<file path="src/rtl/uart_rx_fifo.sv">
// Receive FIFO between a byte-wide UART receiver and a consumer, first-word fall-through.
// Define UART_RX_FIFO_DROP_EN to drop (and flag in ovf) bytes arriving while full; otherwise the UART is back-pressured.
module uart_rx_fifo #(
    parameter int DEPTH = 16,
    parameter int AW    = 4
) (
    input  logic          clk,
    input  logic          rst,
    input  logic [7:0]    uart_rx_data,
    input  logic          uart_rx_valid,
    output logic          uart_rx_re,
    input  logic          rd_en,
    output logic [7:0]    rd_data,
    output logic          rd_valid,
    output logic [AW:0]   count,
    output logic          full,
    output logic          ovf,
    input  logic          ovf_clr
);

    localparam int CW = AW + 1;
    localparam logic [0:0]    S_IDLE  = 1'b0;
    localparam logic [0:0]    S_WAIT  = 1'b1;
    localparam logic [AW:0]   DEPTH_C = CW'(DEPTH);
    localparam logic [AW:0]   CNT_ONE = CW'(1);
    localparam logic [AW-1:0] PTR_ONE = AW'(1);

    logic [7:0]    mem_r [DEPTH];
    logic [0:0]    state_r;
    logic [0:0]    state_s;
    logic [AW-1:0] wr_ptr_r;
    logic [AW-1:0] rd_ptr_r;
    logic [AW:0]   count_r;
    logic [AW:0]   count_s;
    logic          full_r;
    logic          rd_valid_r;
    logic          ovf_r;
    logic          ovf_s;
    logic          pop_s;
    logic          push_s;
    logic          drop_s;
    logic          ack_s;

    // Capture decision, next state, occupancy and overflow next values
    always_comb begin
        pop_s   = rd_en & rd_valid_r;
        push_s  = 1'b0;
        drop_s  = 1'b0;
        state_s = state_r;
        case (state_r)
            S_IDLE: begin
                if (uart_rx_valid) begin
                    // A same-cycle pop frees the slot, so a full FIFO can still take the byte.
                    if (!full_r || pop_s) begin
                        push_s = 1'b1;
                    end else begin
`ifdef UART_RX_FIFO_DROP_EN
                        drop_s = 1'b1;
`else
                        drop_s = 1'b0;
`endif
                    end
                end else begin
                    push_s = 1'b0;
                end
                if (push_s || drop_s) begin
                    state_s = S_WAIT;
                end else begin
                    state_s = S_IDLE;
                end
            end
            S_WAIT: begin
                if (!uart_rx_valid) begin
                    state_s = S_IDLE;
                end else begin
                    state_s = S_WAIT;
                end
            end
            default: state_s = S_IDLE;
        endcase

        ack_s = push_s | drop_s;

        case ({push_s, pop_s})
            2'b10:   count_s = count_r + CNT_ONE;
            2'b01:   count_s = count_r - CNT_ONE;
            default: count_s = count_r;
        endcase

`ifdef UART_RX_FIFO_DROP_EN
        if (drop_s) begin
            ovf_s = 1'b1;
        end else if (ovf_clr) begin
            ovf_s = 1'b0;
        end else begin
            ovf_s = ovf_r;
        end
`else
        // Nothing can set ovf without dropping; the clear path keeps it pinned at 0.
        ovf_s = ovf_r & ~ovf_clr;
`endif
    end

    // Control state, pointers and registered status flags
    always_ff @(posedge clk or posedge rst) begin
        if (rst) begin
            state_r    <= S_IDLE;
            wr_ptr_r   <= {AW{1'b0}};
            rd_ptr_r   <= {AW{1'b0}};
            count_r    <= {CW{1'b0}};
            full_r     <= 1'b0;
            rd_valid_r <= 1'b0;
            ovf_r      <= 1'b0;
        end else begin
            state_r    <= state_s;
            count_r    <= count_s;
            full_r     <= (count_s == DEPTH_C);
            rd_valid_r <= (count_s != {CW{1'b0}});
            ovf_r      <= ovf_s;
            if (push_s) begin
                wr_ptr_r <= wr_ptr_r + PTR_ONE;
            end else begin
                wr_ptr_r <= wr_ptr_r;
            end
            if (pop_s) begin
                rd_ptr_r <= rd_ptr_r + PTR_ONE;
            end else begin
                rd_ptr_r <= rd_ptr_r;
            end
        end
    end

    // Storage array, intentionally not reset
    always_ff @(posedge clk) begin
        if (push_s) begin
            mem_r[wr_ptr_r] <= uart_rx_data;
        end
    end

    // The acknowledge is a Mealy pulse in the accepting IDLE cycle; reset masks it.
    assign uart_rx_re = ack_s & ~rst;
    assign rd_data    = rd_valid_r ? mem_r[rd_ptr_r] : 8'h00;
    assign rd_valid   = rd_valid_r;
    assign count      = count_r;
    assign full       = full_r;
    assign ovf        = ovf_r;

endmodule

</file>
<file path="config.mk">
export PLATFORM = sky130hd
export DESIGN_NAME = uart_rx_fifo
export DESIGN_NICKNAME = d
export VERILOG_FILES = /design/src/rtl/uart_rx_fifo.sv
export SDC_FILE = /design/constraint.sdc
export NUM_CORES = 1
export LEC_CHECK = 0
export BUFFER_PORTS_ARGS = -buffer_cell sky130_fd_sc_hd__buf_2
export CAP_MARGIN = 20
export CORE_AREA = 2 2 96 167
export CTS_BUF_LIST = sky130_fd_sc_hd__clkbuf_8
export DETAILED_ROUTE_END_ITERATION = 8
export DIE_AREA = 0 0 98 169
export GPL_TIMING_DRIVEN = 1
export MAX_ROUTING_LAYER = met4
export SYNTH_ARGS = -nofsm -noshare
export SYNTH_HDL_FRONTEND = slang
export SYNTH_SLANG_ARGS = --single-unit
</file>
<file path="constraint.sdc">
create_clock -name clk -period 2.71 [get_ports clk]
set_input_delay 0.4065 -clock clk [delete_from_list [all_inputs] [get_ports clk]]
set_output_delay 0.4065 -clock clk [all_outputs]
set_load 0.05 [all_outputs]
</file>
# After elaboration in Yosys (flattened, before gate mapping)
# Memories as Yosys holds them, arrays and structs flattened.
# Index checks and enable logic that the tools add are counted.
# word_totals
regBits	17
ramBits	128
elab_cells	39
memories	1
# classes
add_sub_neg	4
n_eq_ne	3
muxes	13
bitwise	7
n_reduce_logical	4
# memory_table
name	depth	word_bits	rd	rd_clocked_by_memory_dff	wr	line_no	source
mem_r	16	8	1	0	1	28	logic [7:0] mem_r [DEPTH];
# ops
operator	n
$mux 1	10
$pmux 5 s2	1
$add 4x1->4 const B	2
$mux 8	1
$add 5x1->5 const B	1
$eq 5x5->1 const B	1
$reduce_bool 5->1	1
$sub 5x1->5 const B	1
$and 1x1->1	3
$not 1->1	3
$eq 2x1->1 const B	1
$eq 2x2->1 const B	1
$logic_or 1x1->1	2
$pmux 1 s2	1
$logic_not 1->1	1
$or 1x1->1	1

# Depth between registers and ports, before layout
# Gate-level depths: netlist of the first run.
# logic_depth
ltp_word	9
ltp_mapped	14

# Worst setup path after synthesis of the first run
# OpenSTA, ideal clock, no wires.
# synth_path
path_kind	register to register
startpoint	reg rd_valid_r (netlist: rd_valid)
endpoint	reg rd_valid_r (netlist: rd_valid)
arrival_time_ns	3.254
t_required_ns	2.571
setup_slack_ns	-0.683
stages_incl_launch_ff	15
synth_period_minus_slack_ns	3.393
cell_sequence	dfrtp_1 -> nand2_1 -> nand2_1 -> and3b_1 -> clkbuf_1 -> inv_1 -> ha_1 -> buf_2 -> xor2_1 -> ha_1 -> o21ai_0 -> a221oi_1 -> o211ai_1 -> xnor2_1 -> or4_1
# synth_via
elab_chain_cells	9
word_cells_on_any_way	10
# synth_rtl
item	line_no	source
start: declaration	36	logic rd_valid_r;
start signal: assignment	118	rd_valid_r <= (count_s != {CW{1'b0}});
$and 1x1->1 (*)	46	pop_s = rd_en & rd_valid_r;
$logic_or 1x1->1	54	if (!full_r || pop_s) begin
$mux 1	54	
$mux 1	52	if (uart_rx_valid) begin
$mux 1 (2 in a row)	50	case (state_r)
$eq 2x1->1 or $eq 2x2->1 (tied branches)	84	case ({push_s, pop_s})
$pmux 5 s2 (*)	84	
named net count_s[4]	34	logic [AW:0] count_s;
$reduce_bool 5->1 (*)	118	
# The timed path passes the listed nets; every way through them passes the cells marked *. The select of a mux whose other input is x is not followed.
# A chain may end at the register's enable or synchronous reset.

# Final worst setup path of the first run
# layout_path
startpoint	reg rd_ptr_r[0]
endpoint	out rd_data[1]
# layout_via
elab_chain_cells	2
# layout_rtl
item	line_no	source
start: declaration	32	logic [AW-1:0] rd_ptr_r;
start signal: assignment	109	rd_ptr_r <= {AW{1'b0}};
start signal: assignment	126	rd_ptr_r <= rd_ptr_r + PTR_ONE;
start signal: assignment	128	rd_ptr_r <= rd_ptr_r;
$mem_v2 16x8	n/a	
$mux 8	142	assign rd_data = rd_valid_r ? mem_r[rd_ptr_r] : 8'h00;
end: declaration	13	output logic [7:0] rd_data,
# Every way passes these cells.

==> impl_results.md, run 1 <==
* Status: complete, but fails checks
* Violated checks: setup timing
* RSZ-0062 raised after global routing: yes
* Worst-path fanout max at 5
* Core area at 15200 sq um
* Critical Path Source Type: flip-flop
* H-Tree Depth at 4
* Hold Path Class: in -> async
* Post-route insts no fill at 565
* Final period util at 105%
* Layout Skew at 0.0147 ns
* Placed cells at 523
* Final nets at 388
* Critical path class: reg -> out
* Worst skew pair latency at 0.43 ns
* Max-capacitance violation count at 0
* Min Tclk post-route at 2.85 ns
* Vias in the first global route at 3141
* Fmax at 0.350 GHz
* Area grow syn2layout at 17.0%
* Commonest cells after routing, fill and taps aside: edfxtp_1, mux4_2, buf_4, buf_2, clkbuf_8
* Synth warn at 0
* CTS sink cnt at 145
* Grt ovf at 0
* Count of input and output buffers at 29
* Total GRT Usage at 15.8%
* # setup viols final at 8
* Total vias in the final route at 2927
* Slew margin rel. at 55.3%
* Post-route cell area at 7010 sq um
* Netlist cell types at 36
* Mapped cell area at 5990 sq um
* Die width at 98 um
* Post-synth EDFFs at 128
* DRT antenna net count at 0
* Placer congestion estimate at 0.852
* WP data required at 2.30 ns
* Die height at 169 um
* Crit path capture type: output port
* # diodes at 0
* Reg clk slew, reported paths at 0.07 ns
* Total Die Area at 16600 sq um
* P_leak at 2.43 nW
* TNS Setup at -0.945 ns
* Share of cells above drive strength 1 at 40.1%
* Remaining routing DRC violations at 0
* Peak VDD IR at 0.748 mV
* Row cnt at 60
* Top cell type's share of synthesized area at 64.2%
* Antenna violations before repair at 0
* Starting Density at 39.3%
* IO Pins at 30
* Max-slew violation count at 0
* Final Hold Vio Count at 0
* Final hold slack at 0.0737 ns
* Final wirelength at 11.8 mm
* CTS Root Cell: clkbuf_8
* Worst EP arrival at 2.45 ns
* Post-Syn Instances at 295
* 1st-iter DRT viols at 202
* Actual slew at the worst max-slew pin at 0.669 ns
* Largest cells by area after synthesis: edfxtp_1, mux4_1, mux4_2
* Power density over the cells at 1110 nW/um^2
* Ys async rst share at 11.7%
* Avg WL per Cell at 20.9 um
* Worst setup margin at -0.145 ns
* Total CTS buffers at 17
* Reg2reg setup slack at 0.14 ns
* Synthesis-stage register bit count at 145
* DR pass1 iterations at 4
* Largest net degree at the start of global routing at 35
* Synthesized Nets at 316
* Global-route wire length before repair at 18.5 mm
* Cell area after placement at 6520 sq um
* Vias per cell at 5.18
* Max Buffers Root-to-Sink at 2
* Hpwl dp at 8.16 mm
* Commonest non-fill, non-tap cell in the layout: edfxtp_1
* Area leader, netlist: edfxtp_1
* TritonCTS clock tree: yes
* Avg Cell Area, Syn at 20.3 sq um
* Sequential fraction of the synthesis area at 71.3%
* Ys flop type: edfxtp_1
==> final timing paths <==
| path | startpoint | cells after the start | endpoint |
|---|---|---|---|
| max in group asynchronous | rst | 2 | rd_ptr_r[0] |
| min in group clk | ovf_clr | 2 | ovf |
| hold / removal | rst | 2 | count[4] |
| hold reg to reg | ovf | 1 | ovf |
| setup / recovery | rd_ptr_r[0] | 6 | rd_data[1] |
| setup reg to reg | rd_valid | 12 | rd_valid |
==> layout make-up <==
class | count | area, sq um
fill | 1271 | 8230
sequential | 145 | 4270
multi-input combinational | 128 | 1560
timing repair buffer | 70 | 592
clock buffer | 17 | 234
tap | 186 | 233
clock inverter | 14 | 104
inverter | 5 | 21.3
==> cells in the mapped netlist (all sizes together), types with 4 or more instances <==
library cell / n
inv: 5
and2: 9
xnor2: 8
buf: 13
dfrtp: 17
xor2: 4
nor2: 15
edfxtp: 128
ha: 8
clkbuf: 4
mux4: 40
nand2: 10
nor3: 5
==> metal layers <==
layer,GRT usage (%),up-vias,routed length [um]
li1,-,1319,-
met1,16.6,1518,4340
met2,28.7,77,6840
met3,3.67,13,454
met4,5.68,0,182
met5,-,-,0
==> state kept, by name, summed over array words and instances (netlist names) <==
signal / count
mem_r: 128
count: 5
rd_ptr_r: 4
wr_ptr_r: 4
full: 1
ovf: 1
rd_valid: 1
state_r: 1
==> worst max-delay path: stages, from the launching register on <==
cell	delay [ns]
dfrtp_2	0.44
buf_6	0.13
buf_8	0.12
mux4_2	0.53
mux4_2	0.49
and2_4	0.16
buf_8	0.14
==> logic make-up (layout without fill, tap and decap cells) <==
group,after synthesis,in the layout,synth area share (%)
AOI/OAI and AO/OA,12,12,1.36
buffers and inverters,22,106,2.53
DFF,145,145,71.3
adders and majority gates,8,8,1.67
muxes,42,42,16.7
and+or+nand+nor,54,54,4.70
xor gates and xnor gates,12,12,1.75
==> through the flow <==
| step | setup WS, ns | utilization, % | power (mW) |
|---|---|---|---|
| after floorplan | -0.269 | - | 5.03 |
| after global placement | 0.0399 | 42.8 | 5.66 |
| after detailed placement | -0.0156 | 42.8 | 5.70 |
| after CTS | -0.215 | 46.3 | 7.90 |
| after global routing | -0.225 | 46.0 | 8.14 |
| final | -0.145 | 46.0 | 7.77 |
==> timing repair <==
item / in CTS / in global routing
setup buffers: 11 / 1
pin swaps: 5 / 4
endpoints found under the setup margin: 8 / 10
gates cloned: 3 / 0
hold buffers: 0 / 0
gates resized for setup: 52 / 13
==> where the power goes <==
| part | leakage (nW) | internal [mW] | switching (mW) |
|---|---|---|---|
| Clock | 0.178 | 0.699 | 0.756 |
| Sequential | 1.35 | 2.65 | 0.268 |
| Combinational | 0.896 | 1.70 | 1.70 |
No activity file was read; power rests on OpenSTA's default activity.
==> inputs of run 2 (changes only) <==
--- a/config.mk
+++ b/config.mk
@@ -5,12 +5,13 @@
 export SDC_FILE = /design/constraint.sdc
 export NUM_CORES = 1
 export LEC_CHECK = 0
+export ABC_AREA = 1
 export BUFFER_PORTS_ARGS = -buffer_cell sky130_fd_sc_hd__buf_2
 export CAP_MARGIN = 20
-export CORE_AREA = 2 2 96 167
+export CORE_AREA = 2 2 97 169
 export CTS_BUF_LIST = sky130_fd_sc_hd__clkbuf_8
 export DETAILED_ROUTE_END_ITERATION = 8
-export DIE_AREA = 0 0 98 169
+export DIE_AREA = 0 0 99 171
 export GPL_TIMING_DRIVEN = 1
 export MAX_ROUTING_LAYER = met4
 export SYNTH_ARGS = -nofsm -noshare
==> constraint.sdc (replaced) <==
create_clock -name clk -period 3 [get_ports clk]
set_input_delay 0.45 -clock clk [delete_from_list [all_inputs] [get_ports clk]]
set_output_delay 0.45 -clock clk [all_outputs]
set_load 0.05 [all_outputs]
==> run 2 against run 1 <==
  * The flow now finishes without violations
  * Largest power group unchanged
  * Highest routed layer unchanged
  * Design area down 1.0%
  * Combinational power fell by 14%
  * Sequential power shrank 10%
  * Total power decreased by 8.1%
==> impl_results.md, run 2 <==
* Max FFs per register at 128 (unchanged)
* Worst EP arrival at 2.46 ns (about the same)
* Most frequent cell after synthesis: edfxtp_1
* Total Die Area at 16900 sq um (+2.2%)
* RR Startpoint: rd_valid
* RSZ-0062 raised after global routing: no
* Clock power frac at 22.3% (+3.6 points)
* Actual slew at the worst max-slew pin at 0.844 ns (+0.175 ns)
* # setup viols final at 0 (-8)
* Max Buffers Root-to-Sink at 2 (unchanged)
* Worst-path fanout max at 28 (+23)
* Grt ovf at 0 (unchanged)
* Area leader, netlist: edfxtp_1
* Total GRT Usage at 18.5% (+2.7 points)
* # diodes at 0 (unchanged)
* Hold Path Class: in -> async
* Avg Cell Area, Syn at 11.9 sq um (-41%)
* Buf+Inv Stages, Crit Path at 3 (unchanged)
* Ys async rst share at 11.7% (unchanged)
* Crit path capture type: output port
* Synthesis-stage register bit count at 145 (unchanged)
* Slowest CP cell: dfrtp_4
* Starting Density at 39.1% (-0.25 points)
* Worst r2r dst: rd_valid
* Met2 Usage GRT at 34.0% (+5.3 points)
* Final hold slack at 0.139 ns (+0.0650 ns)
* WP data required at 2.55 ns (+0.25 ns)
* Max-capacitance violation count at 0 (unchanged)
* Reg clk slew, reported paths at 0.08 ns (about the same)
* Sequential fraction of the synthesis area at 69.8% (-1.4 points)
* Hpwl dp at 10.1 mm (+24%)
* Min Tclk post-route at 2.91 ns
* Placed cells at 729 (+39%)
* Layout Skew at 0.0157 ns (+0.000934 ns)
* Share of cells above drive strength 1 at 16.1% (-24 points)
* CP delay by family, top: compound AO/OA/AOI/OAI gates
* Switching Share at 42.8% (+7.7 points)
* Worst skew pair latency at 0.44 ns (about the same)
* DRT antenna net count at 0 (unchanged)
* Row cnt at 61 (+1.7%)
* Worst r2r path cells at 14 (+2)
* Final Hold Vio Count at 0 (unchanged)
* Synthesized Nets at 533 (+69%)
* IO Pins at 30 (unchanged)
* Final nets at 581 (+50%)
* Slew margin rel. at 43.5% (-12 points)
* Commonest non-fill, non-tap cell in the layout: edfxtp_1
* Global-route wire length before repair at 22.5 mm (+21%)
* TritonCTS clock tree: yes
* Final period util at 96.9%
* Cell area after placement at 6500 sq um (-0.19%)
* Worst path cell trace: inv_4 > buf_12 > nor2_1 > o211ai_1 > nand3_1 > a21oi_1 > buf_2
* Peak VDD IR at 0.770 mV (+3.0%)
* Remaining routing DRC violations at 0 (unchanged)
* CTS sink cnt at 145 (unchanged)
* Post-Syn Instances at 512 (+74%)
* Fin util at 44.4% (-1.7 points)
* Core area at 15600 sq um (+2.7%)
* Dpl ws at 0.348 ns (+0.364 ns)
* Power density over the cells at 1030 nW/um^2 (-7.2%)
* Logic gate share of total power at 41.0% (-2.8 points)
* DR pass1 iterations at 5 (+1)
* 1st-iter DRT viols at 249 (+23%)
* Final wirelength at 14.7 mm (+24%)
* Critical path class: reg -> out
* # fillers at 1430 (+13%)
* Post-route insts no fill at 762 (+35%)
* Die height at 171 um (+1.2%)
* Area grow syn2layout at 13.6%
* M1 GR Usage at 18.8% (+2.2 points)
* Fmax at 0.344 GHz
* Vias in the first global route at 4077 (+30%)
* CTS Root Cell: clkbuf_8
* Mapped cell area at 6110 sq um (+2.0%)
* Ys flop type: edfxtp_1
* Total power at 7.14 mW (-8.1%)
* Count of input and output buffers at 29 (unchanged)
* Total CTS buffers at 17 (unchanged)
* Max incr delay on CP at 0.58 ns (+0.05 ns)
* Busiest grt layer: met2
* Die width at 99 um (+1.0%)
* Flop pwr share at 36.7% (-0.8 points)
* Critical Path Source Type: flip-flop
* P_int at 4.09 mW (-19%)
* Largest cells by area after synthesis: edfxtp_1, nor2_1, dfrtp_1
* Vias per cell at 5.36 (+3.4%)
* Largest net degree at the start of global routing at 34 (-2.9%)
* Placer congestion estimate at 0.858 (+0.75%)
* Max-slew violation count at 0 (unchanged)
* Net Switching at 3.05 mW (+12%)
* Register name with the most flops: mem_r
* Commonest cells after routing, fill and taps aside: edfxtp_1, nor2_1, o21ai_0, nand2_1, o211ai_1
* Synth warn at 0 (unchanged)
* Worst setup margin at 0.0934 ns (+0.238 ns)
* Netlist cell types at 26 (-28%)
* Status: complete, no violations
* Top cell type's share of synthesized area at 62.9% (-1.3 points)
* Post-synth EDFFs at 128 (unchanged)
* Total vias in the final route at 4081 (+39%)
* H-Tree Depth at 4 (unchanged)
* Post-route cell area at 6940 sq um (-1.0%)
* Avg WL per Cell at 19.3 um (-8.0%)
* P_leak at 2.52 nW (+3.8%)
* Antenna violations before repair at 0 (unchanged)
* Reg2reg setup slack at 0.68 ns (+0.54 ns)
* TNS Setup at 0 ns (+0.945 ns)
* Met3 Track Usage GR at 3.02% (-0.65 points)
* Post-CTS Hold Fix Bufs at 0 (unchanged)
* Post-synth top cells: edfxtp_1, nor2_1, o21ai_0
-- run 2: timing repair --
action	CTS	global route
buffers inserted	0	1
gates resized for setup	4	2
endpoints found under the setup margin	6	5
-- run 2: cells by family after synthesis --
logic type                 Yosys count  share of synthesized area [%]
xor gates and xnor gates             7                           1.00
adders and majority gates            8                           1.64
and+or+nand+nor                    191                           12.6
DFF                                145                           69.8
AOI/OAI and AO/OA                  108                           10.2
buffers and inverters               53                           4.73
-- run 2: worst max path at each step --
stage                            from    endpoint  slack [ns]  cells after the start
after floorplan              rd_valid    rd_valid        0.47                     15
after global placement    rd_ptr_r[1]  rd_data[7]        0.40                      6
after detailed placement  rd_ptr_r[1]  rd_data[7]        0.35                      6
after CTS                 rd_ptr_r[0]  rd_data[6]        0.02                      7
after global routing      rd_ptr_r[0]  rd_data[6]        0.02                      7
final                     rd_ptr_r[0]  rd_data[5]        0.09                      7
-- run 2: routing by layer --
| layer | up-vias | part of all wire [%] |
|---|---|---|
| met2 | 119 | 57 |
| met3 | 34 | 2.8 |
| met4 | 0 | 3.6 |
| met5 | - | 0 |
| met1 | 2018 | 37 |
| li1 | 1910 | - |
-- run 2: final cells by class --
cell class,count,area (sq um),share of cell area [%]
Clock buffer,17,234,3.37
Inverter,29,113,1.62
Clock inverter,15,183,2.63
Timing Repair Buffer,53,347,4.99
Tap cell,189,236,3.41
Sequential cell,145,4270,61.6
Multi-Input combinational cell,314,1550,22.4
-- run 2: worst register-to-register path, stage by stage, from the launching register on --
cell,delay (ns)
dfrtp_1,0.41
nand2_1,0.12
inv_1,0.13
ha_1,0.29
nand2_1,0.11
inv_1,0.06
nor2_1,0.14
ha_1,0.25
nand2_1,0.06
nand2_1,0.06
or2_1,0.22
nor2_1,0.14
inv_1,0.05
nor2_1,0.09
nand2_1,0.06
-- run 2: power by group through the flow --
stage	sequential [mW]	clock, mW	combinational, mW
floorplan	2.70	0	2.05
global placement	2.66	0	2.85
detailed placement	2.67	0	2.89
CTS	2.63	1.62	2.91
global route	2.65	1.69	3.20
finish	2.62	1.59	2.93
==> inputs of run 3 (changes only) <==
==> constraint.sdc (replaced) <==
create_clock -name clk -period 3.5 [get_ports clk]
set_input_delay 0.525 -clock clk [delete_from_list [all_inputs] [get_ports clk]]
set_output_delay 0.525 -clock clk [all_outputs]
set_load 0.05 [all_outputs]
==> run 3 against run 2 <==
  * Largest cell class unchanged
  * Combinational power is 18% lower
  * Clock power is 20% lower
  * Non-clock buffer count is 13 lower
  * Clock-buffer cell count stayed put
  * Utilization is 0.91 points lower
  * First-iteration DRC count stayed put
  * Design area is 2.1% lower
  * Total power is 17% lower
==> impl_results.md, run 3 (synthesized netlist as in run 2, its figures left out) <==
* Hold Path Class: in -> async
* Area grow syn2layout at 11.2%
* Total CTS buffers at 17 (unchanged)
* Worst-path fanout max at 18 (-36%)
* Remaining routing DRC violations at 0 (unchanged)
* Crit path launch: rd_ptr_r[2]
* Crit path capture type: output port
* P_leak at 2.42 nW (-4.2%)
* Total Die Area at 16900 sq um (unchanged)
* Vias per cell at 5.27 (-1.6%)
* Slowest CP cell: dfrtp_1
* # diodes at 0 (unchanged)
* TNS Setup at 0 ns (unchanged)
* Cts repair resizes at 0 (-4)
* Die height at 171 um (unchanged)
* Actual slew at the worst max-slew pin at 0.906 ns (+0.0622 ns)
* Row cnt at 61 (unchanged)
* Worst path cell trace: clkinvlp_4 > o211ai_1 > nand3_1 > a21oi_1 > buf_2
* RSZ-0062 raised after global routing: no
* Worst setup margin at 0.285 ns (+0.192 ns)
* 1st-iter DRT viols at 249 (unchanged)
* Final wirelength at 14.3 mm (-2.3%)
* DR pass1 iterations at 5 (unchanged)
* Worst r2r path cells at 14 (unchanged)
* Commonest non-fill, non-tap cell in the layout: edfxtp_1
* Antenna violations before repair at 0 (unchanged)
* Fmax at 0.311 GHz
* Reg2reg setup slack at 1.16 ns (+0.48 ns)
* DRT antenna net count at 0 (unchanged)
* Max FFs per register at 128 (unchanged)
* Count of input and output buffers at 29 (unchanged)
* Worst r2r dst: rd_valid
* Status: complete, no violations
* Total power at 5.91 mW (-17%)
* Vias in the first global route at 3950 (-3.1%)
* Placer congestion estimate at 0.844 (-1.7%)
* RR Startpoint: rd_valid
* Max Buffers Root-to-Sink at 2 (unchanged)
* Core area at 15600 sq um (unchanged)
* # fillers at 1376 (-3.8%)
* Max incr delay on CP at 0.79 ns (+0.21 ns)
* Avg WL per Cell at 19.1 um (-0.59%)
* Final Hold Vio Count at 0 (unchanged)
* Worst skew pair latency at 0.44 ns (about the same)
* Buf+Inv Stages, Crit Path at 2 (-1)
* Post-CTS Hold Fix Bufs at 0 (unchanged)
* Hpwl dp at 9.94 mm (-1.9%)
* IO Pins at 30 (unchanged)
* Critical path class: reg -> out
* Share of cells above drive strength 1 at 13.9% (-2.1 points)
* Worst EP arrival at 2.69 ns (+0.23 ns)
* Dpl ws at 0.565 ns (+0.217 ns)
* TritonCTS clock tree: yes
* H-Tree Depth at 4 (unchanged)
* Total GRT Usage at 18.2% (-0.30 points)
* Starting Density at 39.1% (unchanged)
* Die width at 99 um (unchanged)
* CTS Root Cell: clkbuf_8
* Slew margin rel. at 39.4% (-4.2 points)
* Largest net degree at the start of global routing at 66 (+94%)
* Total vias in the final route at 3947 (-3.3%)
* Peak VDD IR at 0.832 mV (+8.0%)
* Commonest cells after routing, fill and taps aside: edfxtp_1, nor2_1, o21ai_0, nand2_1, o211ai_1
* Multi-input logic area at 1550 sq um (unchanged)
* Max-capacitance violation count at 0 (unchanged)
* Fin util at 43.4% (-0.91 points)
* Post-CTS setup buffer count at 0 (unchanged)
* Power density over the cells at 869 nW/um^2 (-16%)
* Register name with the most flops: mem_r
* Reg clk slew, reported paths at 0.08 ns (about the same)
* Final nets at 568 (-2.2%)
* CTS sink cnt at 145 (unchanged)
* Critical Path Source Type: flip-flop
* Grt ovf at 0 (unchanged)
* Global-route wire length before repair at 21.9 mm (-2.4%)
* # setup viols final at 0 (unchanged)
* WP data required at 2.97 ns (+0.42 ns)
* Layout Skew at 0.0135 ns (-0.00218 ns)
* Final period util at 91.9%
* CP delay by family, top: buffers and inverters
* Sequential Area at 4270 sq um (about the same)
* Max-slew violation count at 0 (unchanged)
* Min Tclk post-route at 3.22 ns
## run 3: cell count changes in the layout (fill, tap and decap cells not counted), sizes merged
cell,before,now
buf,52,40
bufinv,3,2
clkbuf,18,17
clkinv,8,6
clkinvlp,0,5
inv,33,31
## run 3: where the power goes
group          switching, mW  internal, mW
Combinational           1.77         0.640
Sequential             0.156          2.07
Clock                  0.632         0.638
## run 3: final cells by class
| cell class | count | area share (%) |
|---|---|---|
| Timing Repair Buffer | 40 | 3.35 |
| Clock buffer | 17 | 3.44 |
| Tap cell | 189 | 3.48 |
| Clock inverter | 15 | 2.36 |
| Inverter | 29 | 1.69 |
| Multi-Input combinational cell | 314 | 22.9 |
| Sequential cell | 145 | 62.8 |
## run 3: through the flow
stage               instances  hold WS, ns  area (sq um)
floorplan                 512        0.449          6110
global placement          717        0.468          6400
detailed placement        717        0.479          6400
CTS                       749        0.188          6790
global route              749        0.185          6800
finish                    749        0.225          6800
## run 3: worst max-delay path by stage
stage | end | depth (start not counted)
CTS | rd_data[6] | 5
finish | rd_data[6] | 5
global route | rd_data[6] | 5
detailed placement | rd_data[6] | 5
floorplan | rd_valid | 15
global placement | rd_data[6] | 5
## run 3: routing by layer
metal	share of wire (%)	GRT usage [%]	vias to the layer above
met5	0	-	-
met4	5.2	11.0	0
met3	3.8	4.08	39
met2	54	31.9	118
met1	37	18.3	1907
li1	-	-	1883
